==> config.mk <==
export PLATFORM = sky130hd
export DESIGN_NAME = serial_subtractor
export DESIGN_NICKNAME = d
export VERILOG_FILES = /design/src/rtl/arith_pkg.sv /design/src/rtl/full_subtractor.sv /design/src/rtl/serial_subtractor.sv
export SDC_FILE = /design/constraint.sdc
export NUM_CORES = 1
export LEC_CHECK = 0
export CORE_MARGIN = 4
export CORE_UTILIZATION = 57
export CTS_BUF_LIST = sky130_fd_sc_hd__clkbuf_2
export CTS_CLUSTER_DIAMETER = 100
export CTS_CLUSTER_SIZE = 14
export DETAILED_ROUTE_END_ITERATION = 8
export PLACE_DENSITY_LB_ADDON = 0.15
export SYNTH_ARGS = -nofsm -noshare
export SYNTH_HDL_FRONTEND = slang
export SYNTH_SLANG_ARGS = --single-unit
==> constraint.sdc <==
create_clock -name clk -period 2.7 [get_ports clk]
set_input_delay 0.81 -clock clk [delete_from_list [all_inputs] [get_ports clk]]
set_output_delay 0.81 -clock clk [all_outputs]
set_load 0.05 [all_outputs]
==> src/rtl/arith_pkg.sv <==
// Shared definitions for the adder/subtractor family: FSM state encoding and
// a ceiling-log2 helper used to size internal counters.
package arith_pkg;

   typedef enum logic [1:0] {
      ST_IDLE = 2'd0,
      ST_RUN  = 2'd1,
      ST_DONE = 2'd2
   } state_t;

   function automatic int clog2(input int value);
      int r;
      int v;
      r = 0;
      v = value - 1;
      while (v > 0) begin
         r = r + 1;
         v = v >> 1;
      end
      return r;
   endfunction

endpackage

==> src/rtl/full_subtractor.sv <==
// One-bit subtractor cells: a half subtractor, and a full subtractor built
// from two of them with the two partial borrows ORed together.
module half_subtractor (
   input  logic a,
   input  logic b,
   output logic diff,
   output logic bout
);
   assign diff = a ^ b;
   assign bout = ~a & b;
endmodule

module full_subtractor (
   input  logic a,
   input  logic b,
   input  logic bin,
   output logic diff,
   output logic bout
);
   logic d1;
   logic b1;
   logic b2;

   half_subtractor u_hs0 (.a(a),  .b(b),   .diff(d1),   .bout(b1));
   half_subtractor u_hs1 (.a(d1), .b(bin), .diff(diff), .bout(b2));

   assign bout = b1 | b2;
endmodule

==> src/rtl/serial_subtractor.sv <==
// Bit-serial WIDTH-bit subtractor: DIFF = A - B - BIN, one bit per clock,
// LSB first, with a start/busy/done handshake.
module serial_subtractor
   import arith_pkg::*;
#(
   parameter int WIDTH = 8
) (
   input  logic             clk,
   input  logic             rst_n,
   input  logic             start,
   input  logic [WIDTH-1:0] a,
   input  logic [WIDTH-1:0] b,
   input  logic             bin,
   output logic             busy,
   output logic             done,
   output logic [WIDTH-1:0] diff,
   output logic             bout
);
   localparam int CNT_W = clog2(WIDTH);
   localparam logic [CNT_W-1:0] CNT_LAST = CNT_W'(WIDTH - 1);

   state_t           state_q,   state_d;
   logic [WIDTH-1:0] a_sr_q,    a_sr_d;
   logic [WIDTH-1:0] b_sr_q,    b_sr_d;
   logic [WIDTH-1:0] diff_sr_q, diff_sr_d;
   logic [WIDTH-1:0] diff_q,    diff_d;
   logic [CNT_W-1:0] cnt_q,     cnt_d;
   logic             brw_q,     brw_d;
   logic             bout_q,    bout_d;
   logic             bit_diff;
   logic             bit_bout;

   full_subtractor u_fs (
      .a    (a_sr_q[0]),
      .b    (b_sr_q[0]),
      .bin  (brw_q),
      .diff (bit_diff),
      .bout (bit_bout)
   );

   always_comb begin
      state_d   = state_q;
      a_sr_d    = a_sr_q;
      b_sr_d    = b_sr_q;
      diff_sr_d = diff_sr_q;
      diff_d    = diff_q;
      cnt_d     = cnt_q;
      brw_d     = brw_q;
      bout_d    = bout_q;
      case (state_q)
         ST_IDLE: begin
            if (start) begin
               a_sr_d    = a;
               b_sr_d    = b;
               brw_d     = bin;
               cnt_d     = '0;
               diff_sr_d = '0;
               state_d   = ST_RUN;
            end
         end
         ST_RUN: begin
            a_sr_d    = {1'b0, a_sr_q[WIDTH-1:1]};
            b_sr_d    = {1'b0, b_sr_q[WIDTH-1:1]};
            diff_sr_d = {bit_diff, diff_sr_q[WIDTH-1:1]};
            brw_d     = bit_bout;
            cnt_d     = cnt_q + CNT_W'(1);
            // Publish the result on the last bit so diff/bout are valid with done.
            if (cnt_q == CNT_LAST) begin
               diff_d  = {bit_diff, diff_sr_q[WIDTH-1:1]};
               bout_d  = bit_bout;
               state_d = ST_DONE;
            end
         end
         ST_DONE: state_d = ST_IDLE;
         default: state_d = ST_IDLE;
      endcase
   end

   always_ff @(posedge clk) begin
      if (!rst_n) begin
         state_q   <= ST_IDLE;
         a_sr_q    <= '0;
         b_sr_q    <= '0;
         diff_sr_q <= '0;
         diff_q    <= '0;
         cnt_q     <= '0;
         brw_q     <= 1'b0;
         bout_q    <= 1'b0;
      end else begin
         state_q   <= state_d;
         a_sr_q    <= a_sr_d;
         b_sr_q    <= b_sr_d;
         diff_sr_q <= diff_sr_d;
         diff_q    <= diff_d;
         cnt_q     <= cnt_d;
         brw_q     <= brw_d;
         bout_q    <= bout_d;
      end
   end

   assign busy = (state_q == ST_RUN);
   assign done = (state_q == ST_DONE);
   assign diff = diff_q;
   assign bout = bout_q;

endmodule
======== Yosys cells after proc, flatten, opt, wreduce, memory -nomap -nowiden ========
Index checks and enable logic that the tools add are counted.
storage, ports and cells
  register bits after elaboration ......... 39
  bits in latches ......................... 0
  bits in writable memories ............... 0
  ROM bits ................................ 0
  bits of input ports ..................... 20
  output and inout bits ................... 11
  word-level logic and storage cells ...... 39
  memories ................................ 0
operators by class
  add/sub/neg operators ................... 1
  multipliers ............................. 0
  div/mod/pow operators ................... 0
  magnitude comparators ................... 0
  eq/ne operators ......................... 5
  shift operators ......................... 0
  mux-type cells .......................... 13
  bitwise logic cells ..................... 7
  reductions and logical operators ........ 5
operator list
  operator             count
  $pmux 8 s2           3
  $mux 8               3
  $pmux 3 s2           1
  $reduce_and 2->1     3
  $mux 2               2
  $pmux 2 s2           1
  $add 3x1->3 const B  1
  $eq 3x3->1 const B   1
  $mux 3               1
  $and 1x1->1          2
  $eq 2x1->1 const B   1
  $eq 2x2->1 const B   1
  $logic_not 2->1      1
  $ne 2x1->1 const B   1
  $ne 2x2->1 const B   1
  $not 1->1            2
  $pmux 1 s2           1
  $reduce_bool 2->1    1
  $xor 1x1->1          2
  $mux 1               1
  $or 1x1->1           1

======== Logic depth before layout (Yosys ltp) ========
  depth in word-level cells ............... 5
  gate-level depth with buffers ........... 6
  depth with buffers taken out ............ 5

======== Modules after synthesis ========
From an unflattened synthesis, not the netlist that was laid out.
second synthesis, totals
  cells, all modules ...................... 167
  area, all modules ....................... 1552.7 um^2
modules (own cells, without submodules)
  module             instances  cells each  area an instance (um^2)  sequential area each (um^2)
  serial_subtractor  1          160         1506.4                   760.7
  half_subtractor    2          3           20.0                     0.0
  full_subtractor    1          1           6.3                      0.0

======== Worst setup path after synthesis ========
Ideal clock, no wire load.
  path kind ............................... reg2out
  from .................................... register state_q[1]
  to ...................................... output done
  arrival time ............................ 1.534 ns
  required time ........................... 1.890 ns
  slack ................................... 0.356 ns
  stages on the path, launching flop included .. 4
  path buffers ............................ 2
  cell sequence ........................... dfxtp_1 > buf_2 > clkbuf_1 > nor2b_1
between the ends
  word-level cells in the longest chain between the ends .. 1
RTL lines
  what                    RTL line                  source
  start, declared         serial_subtractor.sv:22   state_t state_q, state_d;
  start signal, assigned  serial_subtractor.sv:90   state_q <= state_d;
  $eq 2x2->1              serial_subtractor.sv:102  assign done = (state_q == ST_DONE);
  end, declared           serial_subtractor.sv:15   output logic done,
No other way between the ends.

======== Worst setup path in the final report ========
  from .................................... register diff_q[4] (netlist: diff[4])
  to ...................................... output diff[4]
RTL lines
  what                    RTL line                 source
  start, declared         serial_subtractor.sv:26  logic [WIDTH-1:0] diff_q, diff_d;
  start signal, assigned  serial_subtractor.sv:94  diff_q <= diff_d;
  end, declared           serial_subtractor.sv:16  output logic [WIDTH-1:0] diff,
No word-level cell between the ends.

==> results.json <==
{
  "fp.dieW_um": 60.6,
  "overflow": 0,
  "cts_hold_buf": 0,
  "syn2layout_area_growth_pct": 23.4,
  "initialDrtViolationCount": 39,
  "grt_pass1_wl_um": 5530,
  "crit_family": "buffers and inverters",
  "grt_pass1_vias": 1213,
  "ys_seq_elements": 38,
  "vias": 1328,
  "antenna_found_initial": 0,
  "regToRegEndpoint": "a_sr_q[4]$_SDFFE_PN0P_",
  "setup_viol": 0,
  "numCtsBuffers": 5,
  "worstPathArrival_ns": 1.58,
  "fill_cells": 178,
  "track_usage": 0.204,
  "clock-sinks": 38,
  "yosysSeqAreaShare": 0.483,
  "fin_ws_ns": 0.310,
  "fin_tns_setup_ns": 0,
  "r2r_cells": 4,
  "worstMarginPinSlew_ns": 0.524,
  "status": "completed",
  "max_freq_ghz": 0.418,
  "io_pins": 31,
  "min_period_ns": 2.39,
  "start_kind": "register",
  "coreArea_um2": 2540,
  "cpMaxStageDelayCell": "clkdlybuf4s50_1",
  "critPathBufInv": 1,
  "drv_slew": 0,
  "syn_avg_cell_area_um2": 9.48,
  "crit_required_ns": 1.89,
  "fin_skew_ns": 0.00379,
  "ant_nets": 0,
  "highest_layer": "met4",
  "r2r_setup_slack_ns": 0.90,
  "io_buffers": 30,
  "fin_util": 0.763,
  "whs_endpoint": "diff[7]$_SDFFE_PN0P_",
  "cp_max_fo": 2,
  "route.detailed.drc": 0,
  "register_area_um2": 761,
  "end_kind": "output port",
  "hold_class": "register to register",
  "multiInputGateArea_um2": 728,
  "layout.nets": 216,
  "hold_viol": 0,
  "met3_length_um": 244,
  "dr.pass1.iters": 4,
  "p_int_uw": 800,
  "ys_types": 28,
  "yosysWarnings": 0,
  "drive_above_1_share": 0.135,
  "cts_resized": 0,
  "drt-met1-wl_um": 1480,
  "wl_um": 3280,
  "cts_tree": "yes",
  "dieArea_um2": 3670,
  "cts_root_buffer": "clkbuf_2",
  "total_leakage_power_uw": 0.000716,
  "period_share": 0.885,
  "timing.rr.start": "state_q[0]$_SDFFE_PN0P_",
  "dp_slack_ns": 0.480,
  "maxCapViolations": 0,
  "hold_start": "diff[7]$_SDFFE_PN0P_",
  "row_count": 18,
  "worstPathCellList": "clkdlybuf4s50_1",
  "cp_slowest_stage_delay_ns": 0.81,
  "detail_route.wl_per_cell_um": 14.7,
  "post_cts_buffers": 0,
  "n_antenna_cell": 0,
  "via_per_inst": 5.96,
  "clockBufferDepth": 2,
  "power_density_nw_per_um2": 550,
  "critPathKind": "register to output port",
  "wl_met2_um": 1480,
  "synth_cells": 166,
  "start_util": 0.618,
  "cts.clk_slew.worst_paths_ns": 0.18,
  "die_h_um": 60.6,
  "power.share.combinational": 0.127,
  "hold_depth": 2,
  "grt_start_max_net_pins": 45,
  "clk_latency_ns": 0.39,
  "ir_drop_v": 0.000555,
  "synthesis.nets": 189,
  "hpwl_um": 2270,
  "clkPwrFrac": 0.312,
  "p_sw_uw": 268,
  "relSlewSlack": 0.649,
  "syn_area_um2": 1570,
  "grt_setup_unrepaired": "false",
  "place.gp.congestion": 0.748,
  "seqPwrFrac": 0.561,
  "swShare": 0.251,
  "cts-htree-levels": 2
}
synth_stat cells:
master | instances | area [um^2]
o211ai_1 | 13 | 97.6
nor3_1 | 1 | 5.00
a21oi_1 | 1 | 5.00
ha_1 | 2 | 25.0
buf_4 | 1 | 7.51
o21ai_0 | 18 | 90.1
o21ai_2 | 10 | 87.6
dfxtp_1 | 38 | 761
nor2_2 | 1 | 6.26
nand3b_1 | 1 | 7.51
o21ba_2 | 1 | 10.0
buf_2 | 5 | 25.0
or3b_4 | 1 | 11.3
a211oi_1 | 1 | 7.51
buf_1 | 1 | 3.75
nor2b_1 | 1 | 6.26
nand2_1 | 17 | 63.8
o22ai_1 | 9 | 56.3
clkbuf_1 | 7 | 26.3
and3_1 | 2 | 12.5
nand3_1 | 11 | 55.1
mux2i_1 | 12 | 120
inv_1 | 3 | 11.3
fa_1 | 1 | 20.0
nor2_1 | 3 | 11.3
buf_6 | 1 | 11.3
nand2b_1 | 2 | 12.5
nor4b_1 | 2 | 17.5
power by group through the flow:
stage	logic [uW]	clock network [uW]	registers [uW]
after floorplan	89.4	0	605
after global placement	129	0	611
after detailed placement	135	0	612
after CTS	136	332	600
after global routing	148	361	604
final	135	333	600
area by class of cell:
cell class | instances | area share
Clock buffer | 5 | 0.0129
Clock inverter | 2 | 0.0174
Inverter | 3 | 0.00580
Multi-Input combinational cell | 110 | 0.375
Sequential cell | 38 | 0.392
Tap cell | 30 | 0.0193
Timing Repair Buffer | 35 | 0.178
how the worst max path moves through the flow:
| stage | from | endpoint | cells after the start |
|---|---|---|---|
| 2_1_floorplan | state_q[1]$_SDFFE_PN0P_ | done | 3 |
| 3_3_place_gp | start | a_sr_q[6]$_SDFFE_PN0P_ | 4 |
| 3_5_place_dp | start | a_sr_q[6]$_SDFFE_PN0P_ | 4 |
| 4_1_cts | diff[4]$_SDFFE_PN0P_ | diff[4] | 1 |
| 5_1_grt | diff[4]$_SDFFE_PN0P_ | diff[4] | 1 |
| 6_report | diff[4]$_SDFFE_PN0P_ | diff[4] | 1 |
cells in the final DEF, fill, tap and decap left out, drive strengths merged:
master | Yosys | final
o22ai | 9 | 9
clkbuf | 7 | 5
o211ai | 13 | 13
bufinv | 0 | 1
ha | 2 | 2
a211oi | 1 | 1
nand3b | 1 | 1
fa | 1 | 1
inv | 3 | 3
o21ba | 1 | 1
a21oi | 1 | 1
nor4b | 2 | 2
buf | 8 | 7
clkdlybuf4s50 | 0 | 28
nand3 | 11 | 11
and3 | 2 | 2
dfxtp | 38 | 38
or3b | 1 | 1
nand2b | 2 | 2
nor2 | 4 | 4
nand2 | 17 | 17
nor2b | 1 | 1
clkinv | 0 | 1
o21ai | 28 | 28
mux2i | 12 | 12
nor3 | 1 | 1
registers in the layout (all words and copies together) (netlist names):
signal / cells
a_sr_q: 8
b_sr_q: 8
brw_q: 1
state_q: 2
bout: 1
diff_sr_q: 7
cnt_q: 3
diff: 8
per-layer routing:
layer / up-vias / global-route usage
met5: - / 0
met4: 0 / 0.0929
met3: 10 / 0.0638
met2: 36 / 0.307
met1: 623 / 0.269
li1: 659 / -
kinds of logic (layout without fill, tap and decap cells):
family / after synthesis / after routing / synth area share
AO/OA/AOI/OAI: 53 / 53 / 0.225
adder cells (fa/ha/maj): 3 / 3 / 0.0286
buffers and inverters: 18 / 45 / 0.0541
multiplexers: 12 / 12 / 0.0763
AND/OR/NAND/NOR: 42 / 42 / 0.133
flip-flops: 38 / 38 / 0.483
stage by stage:
stage | area (um^2) | hold WS (ns) | power, uW | cells
global route | 1940 | 0.502 | 1110 | 223
finish | 1940 | 0.483 | 1070 | 223
CTS | 1940 | 0.481 | 1070 | 223
detailed placement | 1880 | 0.458 | 747 | 216
global placement | 1880 | 0.444 | 740 | 216
floorplan | 1570 | 0.429 | 695 | 166
worst register-to-register path, delay by kind of cell, from the launching register on:
family          cells  cell delay, ns
compound gates      3            0.78
flops               1            0.60
buf+inv             1            0.34
No activity file was read; power rests on OpenSTA's default activity.
